--- src/rtl/fpu_arbiter.sv ---
// Two-port round-robin arbiter in front of a single fixed-point unit.
// Holds the granted op on the FPU until it is ready, with a one-cycle FPU clear before MUL/SQRT.
module fpu_arbiter #(
   parameter int unsigned WIDTH   = 32,
   parameter int unsigned TIMEOUT = 64
) (
   input  logic             clk,
   input  logic             reset,
   input  logic [1:0]       req_valid,
   output logic [1:0]       req_ready,
   input  logic [1:0]       req_op_0,
   input  logic [1:0]       req_op_1,
   input  logic [WIDTH-1:0] req_a_0,
   input  logic [WIDTH-1:0] req_a_1,
   input  logic [WIDTH-1:0] req_b_0,
   input  logic [WIDTH-1:0] req_b_1,
   output logic [1:0]       rsp_valid,
   input  logic [1:0]       rsp_ready,
   output logic [WIDTH-1:0] rsp_result,
   output logic             rsp_error,
   output logic [WIDTH-1:0] fpu_operand_1,
   output logic [WIDTH-1:0] fpu_operand_2,
   output logic [1:0]       fpu_operation,
   output logic             fpu_reset,
   input  logic [WIDTH-1:0] fpu_result,
   input  logic             fpu_ready
);

   localparam logic [1:0] FPU_ADD  = 2'd0;
   localparam logic [1:0] FPU_SUB  = 2'd1;
   localparam logic [1:0] FPU_MUL  = 2'd2;
   localparam logic [1:0] FPU_SQRT = 2'd3;

   localparam int unsigned   CW       = $clog2(TIMEOUT + 1);
   localparam logic [CW-1:0] CNT_MAX  = CW'(TIMEOUT);
   localparam logic [CW-1:0] CNT_LAST = CW'(TIMEOUT - 1);

   typedef enum logic [1:0] {
      S_IDLE,
      S_CLEAR,
      S_WAIT,
      S_RESP
   } state_t;

   state_t           state;
   state_t           state_nxt;
   logic             rr_ptr;
   logic             owner;
   logic [1:0]       op_q;
   logic [WIDTH-1:0] a_q;
   logic [WIDTH-1:0] b_q;
   logic [WIDTH-1:0] result_q;
   logic             error_q;
   logic [CW-1:0]    cnt;

   logic             grant;
   logic             accept;
   logic [1:0]       sel_op;
   logic [WIDTH-1:0] sel_a;
   logic [WIDTH-1:0] sel_b;
   logic             timeout_hit;

   // A lone requester wins outright; rr_ptr only breaks ties.
   always_comb begin
      grant = rr_ptr;
      if (req_valid == 2'b01) begin
         grant = 1'b0;
      end else if (req_valid == 2'b10) begin
         grant = 1'b1;
      end
      sel_op = grant ? req_op_1 : req_op_0;
      sel_a  = grant ? req_a_1  : req_a_0;
      sel_b  = grant ? req_b_1  : req_b_0;
   end

   assign accept      = reset && (state == S_IDLE) && (req_valid != 2'b00);
   assign req_ready   = accept ? (grant ? 2'b10 : 2'b01) : 2'b00;
   assign timeout_hit = (cnt >= CNT_LAST);

   always_comb begin
      state_nxt = state;
      case (state)
         S_IDLE: begin
            if (accept) begin
               if (sel_op == FPU_MUL || sel_op == FPU_SQRT) begin
                  state_nxt = S_CLEAR;
               end else begin
                  state_nxt = S_WAIT;
               end
            end
         end
         S_CLEAR: state_nxt = S_WAIT;
         S_WAIT: begin
            if (fpu_ready || timeout_hit) begin
               state_nxt = S_RESP;
            end
         end
         S_RESP: begin
            if (rsp_ready[owner]) begin
               state_nxt = S_IDLE;
            end
         end
         default: state_nxt = S_IDLE;
      endcase
   end

   always_ff @(posedge clk or negedge reset) begin
      if (!reset) begin
         state    <= S_IDLE;
         rr_ptr   <= 1'b0;
         owner    <= 1'b0;
         op_q     <= FPU_ADD;
         a_q      <= '0;
         b_q      <= '0;
         result_q <= '0;
         error_q  <= 1'b0;
         cnt      <= '0;
      end else begin
         state <= state_nxt;
         case (state)
            S_IDLE: begin
               if (accept) begin
                  owner <= grant;
                  op_q  <= sel_op;
                  a_q   <= sel_a;
                  b_q   <= sel_b;
                  cnt   <= '0;
               end
            end
            S_WAIT: begin
               if (cnt != CNT_MAX) begin
                  cnt <= cnt + 1'b1;
               end
               // Ready takes priority over a timeout landing on the same edge.
               if (fpu_ready) begin
                  result_q <= fpu_result;
                  error_q  <= 1'b0;
               end else if (timeout_hit) begin
                  result_q <= '0;
                  error_q  <= 1'b1;
               end
            end
            S_RESP: begin
               if (rsp_ready[owner]) begin
                  rr_ptr <= ~owner;
                  cnt    <= '0;
               end
            end
            default: ;
         endcase
      end
   end

   always_comb begin
      fpu_operation = FPU_ADD;
      fpu_operand_1 = '0;
      fpu_operand_2 = '0;
      if (state != S_IDLE) begin
         fpu_operation = op_q;
         fpu_operand_1 = a_q;
         fpu_operand_2 = b_q;
      end
   end

   assign fpu_reset  = ~reset | (state == S_CLEAR);
   assign rsp_valid  = (state == S_RESP) ? (owner ? 2'b10 : 2'b01) : 2'b00;
   assign rsp_result = result_q;
   assign rsp_error  = error_q;

endmodule
--- config.mk ---
export PLATFORM = sky130hd
export DESIGN_NAME = fpu_arbiter
export DESIGN_NICKNAME = d
export VERILOG_FILES = /design/src/rtl/fpu_arbiter.sv
export SDC_FILE = /design/constraint.sdc
export NUM_CORES = 1
export LEC_CHECK = 0
export CAP_MARGIN = 5
export CORE_MARGIN = 5
export CORE_UTILIZATION = 44
export CTS_BUF_LIST = sky130_fd_sc_hd__clkbuf_8 sky130_fd_sc_hd__clkbuf_16
export DETAILED_ROUTE_END_ITERATION = 6
export HOLD_SLACK_MARGIN = 0.02
export PLACE_DENSITY = 0.95
export REMOVE_ABC_BUFFERS = 1
export SYNTH_ARGS = -nofsm -noshare
export SYNTH_HDL_FRONTEND = slang
export SYNTH_SLANG_ARGS = --single-unit
--- constraint.sdc ---
create_clock -name clk -period 3.4 [get_ports clk]
set_input_delay 0.68 -clock clk [delete_from_list [all_inputs] [get_ports clk]]
set_output_delay 0.68 -clock clk [all_outputs]
set_load 0.05 [all_outputs]
==> flow_metrics.env, run 1 <==
export IMPL_synth_edf_count=0
export IMPL_setup_violations=0
export IMPL_syn_area_um2=5590
export IMPL_slew_violations=0
export IMPL_pre_cts_ws_ns=0.431
export IMPL_hold_viol=0
export IMPL_drc_errors=0
export IMPL_clk_pin_slew_worst_paths_ns=0.07
export IMPL_synthToLayoutAreaGrowth_pct=58.0
export IMPL_max_slew_margin_rel_pct=40.5
export IMPL_antenna_found_initial=1
export IMPL_die_w_um=123
export IMPL_grt_util_all_layers_pct=22.0
export IMPL_synth_main_ff_cell="dfrtp_1"
export IMPL_ys_seq_area_share_pct=49.3
export IMPL_grt_pass1_wl_um=26200
export IMPL_num_nets_final=989
export IMPL_ff2ff_path_depth=7
export IMPL_worst_slack_ns=0.294
export IMPL_swShare_pct=48.4
export IMPL_drt_initial_drc_count=297
export IMPL_startpoint="state[0]$_DFFE_PN0P_"
export IMPL_cts_root_buf="clkbuf_16"
export IMPL_pwr_share_seq_pct=25.7
export IMPL_die_area_um2=15100
export IMPL_clockPowerShare_pct=13.5
export IMPL_synth_top_cell_area_share_pct=49.3
export IMPL_cts_tree="done"
export IMPL_worst_setup_path_start_kind="flop"
export IMPL_r2r_end="cnt[4]$_DFFE_PN0P_"
export IMPL_crit_end="fpu_operand_1[30]"
export IMPL_r2r_start="state[0]$_DFFE_PN0P_"
export IMPL_pwr_density_cell_nw_per_um2=991
export IMPL_multi_input_area_um2=2640
export IMPL_synth_seq_cells=110
export IMPL_worstPathMaxFanout=38
export IMPL_synth_top_cells_by_count="dfrtp_1, o21ai_0, nand2_1"
export IMPL_core_area_um2=12500
export IMPL_holdBufCountCts=0
export IMPL_tightestPinTransition_ns=0.892
export IMPL_crit_arrival_ns=2.43
export IMPL_cts_repair_resized=0
export IMPL_clk_path_buf_depth=2
export IMPL_end_kind="output port"
export IMPL_drt_wirelength_per_cell_um=17.1
export IMPL_fmax_mhz=322
export IMPL_internal_power_mw=4.51
export IMPL_outcome="finished, final reports clean"
export IMPL_rsz0062_at_grt="false"
export IMPL_initial_core_util_pct=44.6
export IMPL_final_min_clock_period_ns=3.11
export IMPL_pwr_share_comb_pct=60.8
export IMPL_avgViaCountPerCell=5.08
export IMPL_finalSetupTns_ns=0
export IMPL_p_total_mw=8.75
export IMPL_synthCells=558
export IMPL_cts_made_buffers=9
export IMPL_min_path_type="in -> async"
export IMPL_routed_wl_um=16900
export IMPL_cts_htree_levels=3
export IMPL_design_portCount=275
export IMPL_die_h_um=123
export IMPL_leakage_nw=4.29
export IMPL_overflow=0
export IMPL_placement_io_buffers=274
export IMPL_grt_max_degree=131
export IMPL_synth_most_common_cell="dfrtp_1"
export IMPL_firstDrtPassIters=4
export IMPL_required_ns=2.72
export IMPL_synth_lib_cells_used_distinct=35
export IMPL_r2r_slack_ns=1.03
export IMPL_gp_congestion=0.824
export IMPL_clk_latency_ns=0.34
export IMPL_hpwl_um=12900
export IMPL_avgSynthCellArea_um2=10.0
export IMPL_vias=5025
export IMPL_critPathKind="reg -> out"
export IMPL_ant_nets=0
export IMPL_num_fill_cells=942
export IMPL_clkSinkCount=110
export IMPL_yosys_area_top_type="dfrtp_1"
export IMPL_drive_gt1_share_pct=4.17
export IMPL_ir_worst_vdd_mv=0.666
export IMPL_drv_cap=0
export IMPL_post_cts_buffers=0
export IMPL_async_flop_share_pct=100
export IMPL_synth_area_leaders="dfrtp_1, mux2i_1, nor2b_1, o21ai_0, nand2_1"
export IMPL_regArea_um2=2750
export IMPL_grt_pass1_vias=5174
export IMPL_whs_ns=0.144
export IMPL_num_rows=41
export IMPL_final_util_pct=70.5
export IMPL_power_switching_mw=4.23
export IMPL_fin_crit_sh_pct=91.4
export IMPL_skew_ns=0.00790
export IMPL_ys_warn_count=0
[metrics by stage]
stage                     std cells  area, µm²
after global routing            989       8830
after CTS                       988       8820
after detailed placement        972       8480
after global placement          972       8480
after floorplan                 517       5400
final                           989       8830
[routing by layer]
| layer | share of wire, % | up-vias | global-route usage (%) |
|---|---|---|---|
| met2 | 50 | 218 | 38.4 |
| met1 | 38 | 2354 | 25.5 |
| met5 | 0 | - | 0 |
| met4 | 2.8 | 0 | 8.05 |
| met3 | 8.8 | 32 | 6.36 |
| li1 | - | 2421 | - |
[final cells by class]
class                           instances  area share [%]
Clock buffer                            9            2.55
Tap cell                              172            2.44
Antenna cell                            1          0.0283
Timing Repair Buffer                  283            32.3
Multi-Input combinational cell        399            29.9
Sequential cell                       110            31.2
Inverter                                8           0.340
Clock inverter                          7            1.29
[worst max-delay path, stage by stage, from the launching register on]
cell and delay (ns):
dfrtp_1 0.41, inv_1 0.12, ha_4 0.29, buf_12 0.22
nor2b_1 0.15, clkdlybuf4s50_1 0.85
[power groups by stage]
stage | Combinational [mW] | Sequential, mW | Clock [mW]
final | 5.32 | 2.25 | 1.18
after global routing | 5.63 | 2.33 | 1.26
after CTS | 5.34 | 2.25 | 1.20
after detailed placement | 5.33 | 2.25 | 0
after global placement | 5.21 | 2.25 | 0
after floorplan | 2.89 | 2.79 | 0
[placed cells by master (no fill, tap or decap), types with 2 or more instances in the layout]
| cell type | synthesis | routed |
|---|---|---|
| nor2_1 | 4 | 4 |
| dfrtp_1 | 110 | 110 |
| and3_1 | 32 | 32 |
| a21oi_1 | 2 | 2 |
| clkdlybuf4s50_1 | 0 | 271 |
| clkbuf_16 | 0 | 9 |
| bufinv_16 | 0 | 3 |
| nand2b_1 | 3 | 3 |
| nand2_1 | 72 | 72 |
| nor2b_1 | 69 | 69 |
| ha_1 | 7 | 6 |
| or4_1 | 2 | 2 |
| buf_12 | 0 | 4 |
| o211ai_1 | 6 | 6 |
| o21ai_0 | 77 | 77 |
| buf_4 | 0 | 8 |
| a21o_1 | 34 | 33 |
| nand3_1 | 5 | 5 |
| inv_1 | 8 | 9 |
| mux2i_1 | 69 | 69 |
| clkinvlp_4 | 0 | 2 |
[state kept, by name (all words and copies together) (netlist names), 2 cells and up]
| register | count |
|---|---|
| state | 2 |
| cnt | 7 |
| op_q | 2 |
| a_q | 32 |
| rsp_result | 32 |
| b_q | 32 |
[logic make-up after synthesis]
kind of cell | after synthesis | share of synthesized area (%)
AND/OR/NAND/NOR | 194 | 18.5
AO/OA/AOI/OAI | 128 | 14.2
flip-flops | 110 | 49.3
multiplexers | 70 | 12.6
buffers and inverters | 49 | 3.90
adder cells (fa/ha/maj) | 7 | 1.57
[how the worst min path moves through the flow]
stage / start / endpoint / slack (ns) / cells past startpoint
after floorplan: reset / a_q[0]$_DFFE_PN0P_ / 0.38 / 0
after global placement: a_q[12]$_DFFE_PN0P_ / a_q[12]$_DFFE_PN0P_ / 0.45 / 2
after detailed placement: b_q[2]$_DFFE_PN0P_ / b_q[2]$_DFFE_PN0P_ / 0.46 / 2
after CTS: reset / rr_ptr$_DFFE_PN0P_ / 0.14 / 1
after global routing: reset / rr_ptr$_DFFE_PN0P_ / 0.13 / 1
final: reset / rr_ptr$_DFFE_PN0P_ / 0.14 / 1
(Power assumes the default switching activity.)
==> inputs of run 2 (changes only) <==
--- a/config.mk
+++ b/config.mk
@@ -13,6 +13,7 @@
 export HOLD_SLACK_MARGIN = 0.02
 export PLACE_DENSITY = 0.95
 export REMOVE_ABC_BUFFERS = 1
+export SKIP_LAST_GASP = 1
 export SYNTH_ARGS = -nofsm -noshare
 export SYNTH_HDL_FRONTEND = slang
 export SYNTH_SLANG_ARGS = --single-unit
==> results of run 2 <==
Same layout as run 1: the final DEF is identical, and so are final timing and power.
